<file path="src/rtl/cba_multiword_seq_if.sv">
// -----------------------------------------------------------------------------
// cba_multiword_seq_if
// Operand/result handshake bundle for cba_multiword_seq.
//   in_valid / in_ready   : operand request / accept (accept = in_valid && in_ready)
//   in_a, in_b (W bits)   : wide operands
//   in_cin                : initial carry
//   out_valid / out_ready : result available / sink accepts
//   out_sum (W bits)      : wide sum
//   out_cout              : carry out of the MSB
// master = operand source + result sink, slave = the sequencer.
// -----------------------------------------------------------------------------
interface cba_multiword_seq_if #(
   parameter int W = 64
) ();
   logic         in_valid;
   logic         in_ready;
   logic [W-1:0] in_a;
   logic [W-1:0] in_b;
   logic         in_cin;
   logic         out_valid;
   logic         out_ready;
   logic [W-1:0] out_sum;
   logic         out_cout;

   modport master (
      output in_valid, in_a, in_b, in_cin, out_ready,
      input  in_ready, out_valid, out_sum, out_cout
   );

   modport slave (
      input  in_valid, in_a, in_b, in_cin, out_ready,
      output in_ready, out_valid, out_sum, out_cout
   );
endinterface

</file>
<file path="src/rtl/cba_multiword_seq.sv">
// -----------------------------------------------------------------------------
// cba_multiword_seq
// Runs one external WORD_W-bit carry-bypass adder over a W = WORD_W*NUM_WORDS
// bit operand pair, least significant word first, with the carry held in a
// register between words. Each word is held on the adder for SETTLE cycles
// before its sum and carry are captured.
// Ports:
//   clk, rst            : clock, synchronous active-high reset
//   bus (slave)         : operand valid/ready in, result valid/ready out
//   busy                : high whenever the FSM is not IDLE
//   add_a, add_b        : current word presented to the adder
//   add_cin             : carry presented to the adder
//   add_sum, add_cout   : adder results, sampled at the end of each word
// -----------------------------------------------------------------------------
module cba_multiword_seq #(
   parameter int WORD_W    = 16,
   parameter int NUM_WORDS = 4,
   parameter int SETTLE    = 2
) (
   input  logic                clk,
   input  logic                rst,
   cba_multiword_seq_if.slave  bus,
   output logic                busy,
   output logic [WORD_W-1:0]   add_a,
   output logic [WORD_W-1:0]   add_b,
   output logic                add_cin,
   input  logic [WORD_W-1:0]   add_sum,
   input  logic                add_cout
);

   localparam int IDX_W = (NUM_WORDS > 1) ? $clog2(NUM_WORDS) : 1;
   localparam int CNT_W = (SETTLE > 1) ? $clog2(SETTLE) : 1;
   localparam logic [IDX_W-1:0] IDX_LAST = IDX_W'(NUM_WORDS - 1);
   localparam logic [CNT_W-1:0] CNT_LAST = CNT_W'(SETTLE - 1);

   typedef enum logic [1:0] {IDLE, RUN, DONE} state_t;
   typedef logic [NUM_WORDS-1:0][WORD_W-1:0] words_t;

   state_t           state;
   words_t           a_reg;
   words_t           b_reg;
   words_t           sum_reg;
   words_t           sum_merged;
   logic             carry_reg;
   logic [IDX_W-1:0] word_idx;
   logic [CNT_W-1:0] settle_cnt;

   logic accept;
   logic capture;
   logic last_word;

   // in_ready is high exactly in IDLE, so the accept condition needs only the state.
   assign accept    = (state == IDLE) && bus.in_valid;
   assign capture   = (state == RUN) && (settle_cnt == CNT_LAST);
   assign last_word = (word_idx == IDX_LAST);

   // Adder drive is decoded from registers only; outside RUN it is parked at zero.
   always_comb begin
      // NOTE: every output gets a default before the conditional, so no latch is inferred.
      add_a   = '0;
      add_b   = '0;
      add_cin = 1'b0;
      if (state == RUN) begin
         add_a   = a_reg[word_idx];
         add_b   = b_reg[word_idx];
         add_cin = carry_reg;
      end
   end

   // Final result: words already captured plus the slice coming out of the adder now.
   always_comb begin
      sum_merged           = sum_reg;
      sum_merged[word_idx] = add_sum;
   end

   // NOTE: operand and partial-sum storage carries no reset; every word is written
   // in an operation before it is read, so resetting it would only cost logic.
   always_ff @(posedge clk) begin
      if (accept) begin
         a_reg <= bus.in_a;
         b_reg <= bus.in_b;
      end
      if (capture) begin
         sum_reg[word_idx] <= add_sum;
      end
   end

   // Control FSM with registered handshake outputs.
   // NOTE: state is updated with non-blocking assignments so every register sees
   // the pre-edge values of the others, whatever the statement order.
   always_ff @(posedge clk) begin
      if (rst) begin
         state        <= IDLE;
         bus.in_ready <= 1'b1;
         bus.out_valid <= 1'b0;
         busy         <= 1'b0;
         bus.out_sum  <= '0;
         bus.out_cout <= 1'b0;
         carry_reg    <= 1'b0;
         word_idx     <= '0;
         settle_cnt   <= '0;
      end else begin
         case (state)
            IDLE: begin
               if (bus.in_valid) begin
                  carry_reg    <= bus.in_cin;
                  word_idx     <= '0;
                  settle_cnt   <= '0;
                  bus.in_ready <= 1'b0;
                  busy         <= 1'b1;
                  state        <= RUN;
               end
            end
            RUN: begin
               if (settle_cnt == CNT_LAST) begin
                  carry_reg  <= add_cout;
                  settle_cnt <= '0;
                  if (last_word) begin
                     bus.out_sum   <= sum_merged;
                     bus.out_cout  <= add_cout;
                     bus.out_valid <= 1'b1;
                     state         <= DONE;
                  end else begin
                     word_idx <= word_idx + IDX_W'(1);
                  end
               end else begin
                  settle_cnt <= settle_cnt + CNT_W'(1);
               end
            end
            DONE: begin
               // Result and all outputs hold until the sink takes it.
               if (bus.out_ready) begin
                  bus.out_valid <= 1'b0;
                  bus.in_ready  <= 1'b1;
                  busy          <= 1'b0;
                  state         <= IDLE;
               end
            end
            default: begin
               state <= IDLE;
            end
         endcase
      end
   end

endmodule

</file>
<file path="src/flat_wrapper.sv">
// flat-port wrapper written by rule: the top's interface ports become plain ports
module cba_multiword_seq_flat 
#(
   parameter int WORD_W    = 16,
   parameter int NUM_WORDS = 4,
   parameter int SETTLE    = 2
)
  (clk, rst, busy, add_a, add_b, add_cin, add_sum, add_cout, bus_in_valid, bus_in_a, bus_in_b, bus_in_cin, bus_out_ready, bus_in_ready, bus_out_valid, bus_out_sum, bus_out_cout);
  cba_multiword_seq_if #(.W((WORD_W * NUM_WORDS))) bus_i ();
  input  logic clk;
  input  logic rst;
  output logic busy;
  output logic [WORD_W-1:0] add_a;
  output logic [WORD_W-1:0] add_b;
  output logic add_cin;
  input  logic [WORD_W-1:0] add_sum;
  input  logic add_cout;
  input wire logic [$bits(bus_i.in_valid)-1:0] bus_in_valid;
  input wire logic [$bits(bus_i.in_a)-1:0] bus_in_a;
  input wire logic [$bits(bus_i.in_b)-1:0] bus_in_b;
  input wire logic [$bits(bus_i.in_cin)-1:0] bus_in_cin;
  input wire logic [$bits(bus_i.out_ready)-1:0] bus_out_ready;
  output wire logic [$bits(bus_i.in_ready)-1:0] bus_in_ready;
  output wire logic [$bits(bus_i.out_valid)-1:0] bus_out_valid;
  output wire logic [$bits(bus_i.out_sum)-1:0] bus_out_sum;
  output wire logic [$bits(bus_i.out_cout)-1:0] bus_out_cout;
  assign bus_i.in_valid = bus_in_valid;
  assign bus_i.in_a = bus_in_a;
  assign bus_i.in_b = bus_in_b;
  assign bus_i.in_cin = bus_in_cin;
  assign bus_i.out_ready = bus_out_ready;
  assign bus_in_ready = bus_i.in_ready;
  assign bus_out_valid = bus_i.out_valid;
  assign bus_out_sum = bus_i.out_sum;
  assign bus_out_cout = bus_i.out_cout;
  cba_multiword_seq #(.WORD_W(WORD_W), .NUM_WORDS(NUM_WORDS), .SETTLE(SETTLE)) u_core (.clk(clk), .rst(rst), .bus(bus_i), .busy(busy), .add_a(add_a), .add_b(add_b), .add_cin(add_cin), .add_sum(add_sum), .add_cout(add_cout));
endmodule
</file>
<file path="config.mk">
export PLATFORM = sky130hd
export DESIGN_NAME = cba_multiword_seq_flat
export DESIGN_NICKNAME = d
export VERILOG_FILES = /design/src/rtl/cba_multiword_seq_if.sv /design/src/rtl/cba_multiword_seq.sv /design/src/flat_wrapper.sv
export SDC_FILE = /design/constraint.sdc
export NUM_CORES = 1
export LEC_CHECK = 0
export CAP_MARGIN = 5
export CORE_MARGIN = 1
export CORE_UTILIZATION = 53
export CTS_CLUSTER_SIZE = 24
export DETAILED_ROUTE_END_ITERATION = 12
export GPL_TIMING_DRIVEN = 1
export HOLD_SLACK_MARGIN = 0.05
export PLACE_DENSITY = 0.85
export SYNTH_ARGS = -nofsm -noshare
export SYNTH_HDL_FRONTEND = slang
export SYNTH_SLANG_ARGS = --single-unit
</file>
<file path="constraint.sdc">
create_clock -name clk -period 20.8 [get_ports clk]
set_input_delay 5.2 -clock clk [delete_from_list [all_inputs] [get_ports clk]]
set_output_delay 5.2 -clock clk [all_outputs]
set_load 0.005 [all_outputs]
</file>
==> flow_metrics.py <==
metrics = {
    "sta": {
        "clock.fmax_ghz": 0.124,
        "slew_headroom_pct": 23.9,
        "unrepaired_setup_endpoints_after_global_routing": "no",
        "worst_hold_slack_ps": 489,
        "finalHoldViolations": 0,
        "fin_tns_setup_ps": 0,
        "finalCritPeriodShare_pct": 38.7,
        "tightest_slew_ps": 1140,
        "timing.final.max_slew_violations": 0,
        "timing.final.crit_period_ps": 8050,
        "setup_skew_after_layout_ps": 10.8,
        "setup_viol": 0,
    },
    "power": {
        "worst_ir_drop_vdd_v": 0.0000863,
        "power.share.sequential_pct": 53.0,
        "power.share.combinational_pct": 6.7,
        "design_power_total_w": 0.00112,
        "fraction_of_power_consumed_by_the_clock_network_pct": 40.4,
        "switching_share_pct": 19.7,
        "leak_pwr_nw": 4.59,
        "power.switching_w": 0.000221,
        "p_int_w": 0.000901,
        "power.density_nw_per_um2": 81.1,
    },
    "yosys": {
        "syn_nets": 762,
        "yosysWarnings": 0,
        "synth_edf_count": 192,
        "synth_cells": 607,
        "asyncSetResetFlopFracSynth_pct": 0,
        "postSynth.topFlopCell": "edfxtp_1",
        "yosysSeqAreaShare_pct": 69.6,
        "postSynthAreaPerCell_um2": 17.1,
        "mappedNetlistArea_um2": 10400,
        "yosys_register_bits": 266,
        "synth.distinct_cells": 30,
    },
    "cts": {
        "cts_resized": 0,
        "post_cts_hold_buffer_count": 0,
        "tritoncts.num_buffers": 27,
        "cts.repair_timing.setup_buffer_count": 0,
        "cts.clk_slew.worst_paths_ps": 60,
        "clkSinkCount": 266,
        "cts_buffer_depth": 3,
        "ctsRootBufferMaster": "clkbuf_16",
        "cts_tree": "done",
        "cts_max_level": 1,
        "clock_insertion_delay_worst_skew_ps": 510,
    },
    "floorplanning": {
        "dieHeight_um": 142,
        "floorplan.core_area_um2": 19000,
        "i_o_pins": 251,
        "die_area_um2": 20200,
        "placementRows": 50,
        "die_x_um": 142,
        "start_util_pct": 54.9,
    },
    "place": {
        "buffer_ports.inserted": 250,
        "placement.cell_area_um2": 13000,
        "finalWeightedCongestion": 0.820,
        "post-dp-hpwl_um": 15000,
    },
    "routing": {
        "post_route_drc": 0,
        "dr_total_vias": 6034,
        "route.detailed.vias_per_inst": 5.32,
        "ant_nets": 0,
        "detailedRoute.firstPassIterationCount": 4,
        "detail_route.wl_per_cell_um": 20.1,
        "detail_route.iter0.violations": 353,
        "finalWirelength_um": 22800,
    },
    "critical_path": {
        "critical_path_peak_fanout": 30,
        "reg2reg_slack_ps": 17070,
        "criticalPathCategory": "reg2out",
        "end_kind": "output pin",
        "worst_ep_required_ps": 15600,
        "startpoint_type": "flip-flop",
        "worst-endpoint-arrival_ps": 2850,
    },
    "global_route": {
        "grt_util_all_layers_pct": 22.9,
        "number_of_global_route_vias_before_repair": 6492,
        "grt_first_pass_wirelength_um": 35200,
        "grt_max_degree": 85,
        "initial_antenna_violation_count": 0,
        "grt-ovfl-total": 0,
    },
    "worst_hold_path": {
        "hp-class": "reg2reg",
    },
    "cells_and_area": {
        "drive_gt1_share_pct": 16.0,
        "layout.cells.most_common": "clkdlybuf4s50_1",
        "layout.cells.most_common_list": "clkdlybuf4s50_1 (249), edfxtp_1 (192), dfxtp_1 (72), nor2_1 (68), mux2i_1 (67)",
        "syn2layout_area_growth_pct": 32.9,
        "insertedDiodeCount": 0,
        "stdcell_area_um2": 13800,
        "finish.utilization_pct": 73.0,
        "finish.net_count": 1011,
    },
    "job": {
        "cap_viol_max_count": 0,
    },
    "run_status": {
        "outcome": "finished clean",
    },
}
[worst max-delay path: stages, from the launching register on]
cell             delay, ps
dfxtp_2                480
buf_4                  530
mux4_1                 640
and2_1                 190
clkdlybuf4s50_1        470
[worst paths after layout]
check	startpoint	cells past startpoint	to
setup / recovery	u_core.word_idx[0]$_SDFFE_PP0P_	4	add_b[0]
hold reg to reg	u_core.carry_reg$_SDFFE_PP0P_	2	u_core.carry_reg$_SDFFE_PP0P_
setup reg to reg	u_core.word_idx[0]$_SDFFE_PP0P_	6	u_core.bus.out_sum[57]$_SDFFE_PP0P_
hold / removal	u_core.carry_reg$_SDFFE_PP0P_	2	u_core.carry_reg$_SDFFE_PP0P_
[through the flow]
step	worst slack [ps]	instances
finish	12750	1135
global route	12580	1135
CTS	12660	1135
detailed placement	13080	1087
global placement	13170	1087
floorplan	9550	607
[kinds of logic (layout without fill, tap and decap cells)]
logic type | after synthesis | count (layout) | share of synthesized area, %
DFF | 266 | 266 | 69.6
muxes | 163 | 163 | 20.4
and+or+nand+nor | 117 | 117 | 5.41
buffers and inverters | 42 | 310 | 3.02
AOI/OAI and AO/OA | 14 | 14 | 0.925
adders and majority gates | 5 | 5 | 0.601
[cells in the mapped netlist (2+ instances only)]
master    count  share of area, %
edfxtp_1    192                55
dfxtp_1      74                14
nor2_1       70               2.5
mux2i_1      67               6.4
mux2_2       64               6.9
and2_1       32               1.9
mux4_2       28               6.1
clkbuf_1     12              0.43
buf_2        11              0.53
buf_12        6               1.2
a21oi_1       5              0.24
ha_1          5              0.60
inv_1         5              0.18
buf_4         4              0.29
buf_6         4              0.43
mux4_1        4               1.0
a21o_1        3              0.22
nand2_1       3              0.11
nand3b_1      3              0.22
nor3_1        3              0.14
nor2b_1       2              0.12
o21bai_1      2              0.14
[cell type report]
| class | count | area, um2 |
|---|---|---|
| multi-input combinational | 299 | 2870 |
| tap | 260 | 325 |
| clock inverter | 9 | 92.6 |
| fill | 1158 | 5120 |
| clock buffer | 39 | 731 |
| timing repair buffer | 257 | 2550 |
| sequential | 266 | 7250 |
| inverter | 5 | 18.8 |
[power by group through the flow]
stage                     clock (W)  combinational, W  sequential, W
after floorplan                   0         0.0000290       0.000606
after global placement            0         0.0000719       0.000604
after detailed placement          0         0.0000745       0.000606
after CTS                  0.000461         0.0000755       0.000595
after global routing       0.000480         0.0000798       0.000596
final                      0.000453         0.0000747       0.000595
[routing by layer]
metal / track usage (%) / share of wire [%] / wire [um]
met2: 39.9 / 50 / 11500
met1: 27.9 / 39 / 8960
met3: 6.53 / 7.8 / 1790
met4: 6.34 / 2.5 / 577
met5: 0 / 0 / 0
Note: power is estimated with default switching activity, not from simulation.
==> RTL change (config.mk and constraints unchanged) <==
`WORD_W` is set to 16 in 2 places; all go to 14.
--- a/src/rtl/cba_multiword_seq.sv
+++ b/src/rtl/cba_multiword_seq.sv
@@ -13,7 +13,7 @@
 //   add_sum, add_cout   : adder results, sampled at the end of each word
 // -----------------------------------------------------------------------------
 module cba_multiword_seq #(
-   parameter int WORD_W    = 16,
+   parameter int WORD_W    = 14,
    parameter int NUM_WORDS = 4,
    parameter int SETTLE    = 2
 ) (
--- a/src/flat_wrapper.sv
+++ b/src/flat_wrapper.sv
@@ -1,7 +1,7 @@
 // flat-port wrapper written by rule: the top's interface ports become plain ports
 module cba_multiword_seq_flat 
 #(
-   parameter int WORD_W    = 16,
+   parameter int WORD_W    = 14,
    parameter int NUM_WORDS = 4,
    parameter int SETTLE    = 2
 )
Ports: changed (6 resized); port bits go from 251 to 221. The function was not compared with the original's and may differ.
==> RTL change against the original RTL <==
- combinational power shrank 12%
- wire length shrank 15%
- area after synthesis shrank 12%
- power shrank 12%
- critical path type unchanged
- setup slack gained 0.022 ns
- final area shrank 12%
- die area shrank 12%
- synthesized cell count shrank 11%
- global-route usage shrank 0.74 points
- via count shrank 11%
- highest routed layer unchanged
- sequential power shrank 12%
- sequential cell count shrank 32
==> RTL change: results (changes against the original RTL) <==
- Pleak: 4.04 nW (-12%)
- Final HPWL from detailed placement: 13100 um (-13%)
* Most area-consuming cells after synthesis: edfxtp_1 55%, dfxtp_1 14%, mux2_2 6.9%
- The path class of the tightest hold or removal check is register to register.
* Largest fanout on the critical path: 23 (-23%)
- Most instantiated flip-flop cell in the synthesis netlist: edfxtp_1
- The weighted congestion reported at the end of routability-driven placement is 0.872 (+6.4%).
- The number of clock buffers inserted by TritonCTS is 24 (-11%).
* Launch instance of the worst min-delay path: u_core.bus.out_valid
* Synth top cells by count: 168 x edfxtp_1, 66 x dfxtp_1, 62 x nor2_1
- The reg2reg setup slack came to 17.10 ns (+0.03 ns).
- Maximum number of pins on one net before global-route repair: 96 (+13%)
- Maximum number of buffers from clock root to sink: 3 (unchanged)
- The share of post-route cells with drive strength above 1 came to 16.5% (+0.52 points).
* Number of diodes added for antenna fixing: 0 (unchanged)
* Endpoint of the lowest-slack register-to-register path: u_core.bus.out_sum[32]
- DRT Wirelength: 19400 um (-15%)
- The fraction of registers with async set or reset after synthesis was 0% (unchanged).
* # nets final: 894 (-12%)
- The number of global-route vias before repair was 5672 (-13%).
* RR Startpoint: u_core.word_idx[0]
- Count of cells resized by post-cts repair: 0 (unchanged)
- The path depth of the worst reg2reg path is 5 (-1).
- Sequential area share after synthesis: 69.7% (+0.074 points)
- The total global-route track usage was 22.2% (-0.74 points).
* Pre-antenna DRT Iters: 4 (unchanged)
- The flow ran to the end, and the final reports show no timing, DRC or antenna violations.
- The number of antenna violations at the first check in global routing is 0 (unchanged).
* Syn_nets: 675 (-11%)
- The deepest level of the CTS H-tree came to 1 (unchanged).
- The wire length of the first global-routing pass was 30500 um (-13%).
- The peak ir drop on the vdd network is 0.0000800 V (-7.3%).
* Max stage delay cell, worst path: dfxtp_2
- The distinct cell type count of the synthesized netlist came to 29 (-3.3%).
- WHS Endpoint: u_core.bus.out_valid
- Clock transition at path regs: 0.06 ns (about the same)
* Warnings, synthesis: 0 (unchanged)
- Clock latency on the worst-skew pair, taken at its later pin, is 0.50 ns.
* Starting DRT DRC Count: 300 (-15%)
* Post-CTS setup-driven buffer insertion count: 0 (unchanged)
- Clock tree synthesis selected as its root buffer the cell clkbuf_16.
- The number of enable flip-flop cells after synthesis was 168 (-13%).
- The worst endpoint data arrival time came to 2.82 ns (-0.03 ns).
- Actual transition at the worst max-transition pin: 1.21 ns (+0.0707 ns)
- Port Buffer Count: 220 (-12%)
* Via-per-instance ratio: 5.37 (+1.1%)
- The worst-case clock skew is 0.0145 ns (+0.00369 ns).
* Filler Cells Inserted: 1040 (-10%)
- Peak per-stage delay on the critical path: 0.61 ns (-0.03 ns)
- Number of stages on the worst hold path: 2 (unchanged)
-- RTL change: changes by cell type after synthesis, moves of 2 or more --
| cell | unedited run | this run |
|---|---|---|
| edfxtp_1 | 192 | 168 |
| dfxtp_1 | 74 | 66 |
| mux2_2 | 64 | 56 |
| mux2i_1 | 67 | 59 |
| nor2_1 | 70 | 62 |
| and2_1 | 32 | 28 |
| mux4_1 | 4 | 0 |
| buf_2 | 11 | 8 |
| buf_12 | 6 | 4 |
-- RTL change: worst max path at each step --
stage | from | end | cells after the start
floorplan | bus_in_valid | u_core.a_reg[0] | 2
global placement | bus_in_valid | u_core.a_reg[23] | 4
detailed placement | bus_in_valid | u_core.a_reg[32] | 4
CTS | u_core.word_idx[0] | add_b[1] | 4
global route | u_core.word_idx[0] | add_b[1] | 4
finish | u_core.word_idx[0] | add_b[1] | 4
-- RTL change: cell families (layout without fill, tap and decap cells) --
| logic type | Yosys count | count (layout) | synth area share, % |
|---|---|---|---|
| simple gates | 105 | 105 | 5.48 |
| flops | 234 | 234 | 69.7 |
| buf+inv | 37 | 274 | 2.75 |
| fa+ha+maj | 5 | 5 | 0.685 |
| compound gates | 14 | 14 | 1.12 |
| mux | 143 | 143 | 20.3 |
-- RTL change: area by class of cell --
type	instances	area, um^2	share of cell area, %
inverters	5	18.8	0.154
clock inverters	10	72.6	0.596
repair buffers	225	2230	18.4
flip-flops and latches	234	6370	52.3
multi-input cells	267	2540	20.8
well taps	220	275	2.26
clock buffers	34	669	5.50
-- RTL change: where the power goes --
| part | switching [mW] | total, mW | internal [mW] |
|---|---|---|---|
| clock network | 0.166 | 0.402 | 0.236 |
| logic | 0.0253 | 0.0654 | 0.0400 |
| registers | 0.00512 | 0.523 | 0.518 |
| total | 0.197 | 0.991 | 0.794 |
-- RTL change: worst max-delay path: cells and delay by family (launching register included) --
kind | cells | cell delay, ns
buffers and inverters | 2 | 0.95
DFF | 1 | 0.61
muxes | 1 | 0.57
and+or+nand+nor | 1 | 0.18
-- RTL change: routing by layer --
| metal | vias to the layer above | part of all wire (%) | GRT usage (%) |
|---|---|---|---|
| li1 | 2453 | - | - |
| met1 | 2637 | 39 | 26.8 |
| met2 | 224 | 51 | 38.8 |
| met3 | 32 | 8.0 | 6.13 |
| met4 | 0 | 2.5 | 6.63 |
| met5 | - | 0 | 0 |
-- RTL change: metrics by stage --
stage               hold WS (ns)  util [%]  instance area [um^2]  cells  setup WS (ns)
floorplan                  0.453         -                  9140    538          10.21
global route               0.503      72.9                 12200    995          12.58
CTS                        0.478      72.9                 12200    995          12.70
global placement           0.451      68.5                 11400    951          13.21
finish                     0.466      72.9                 12200    995          12.78
detailed placement         0.469      68.5                 11400    951          13.06
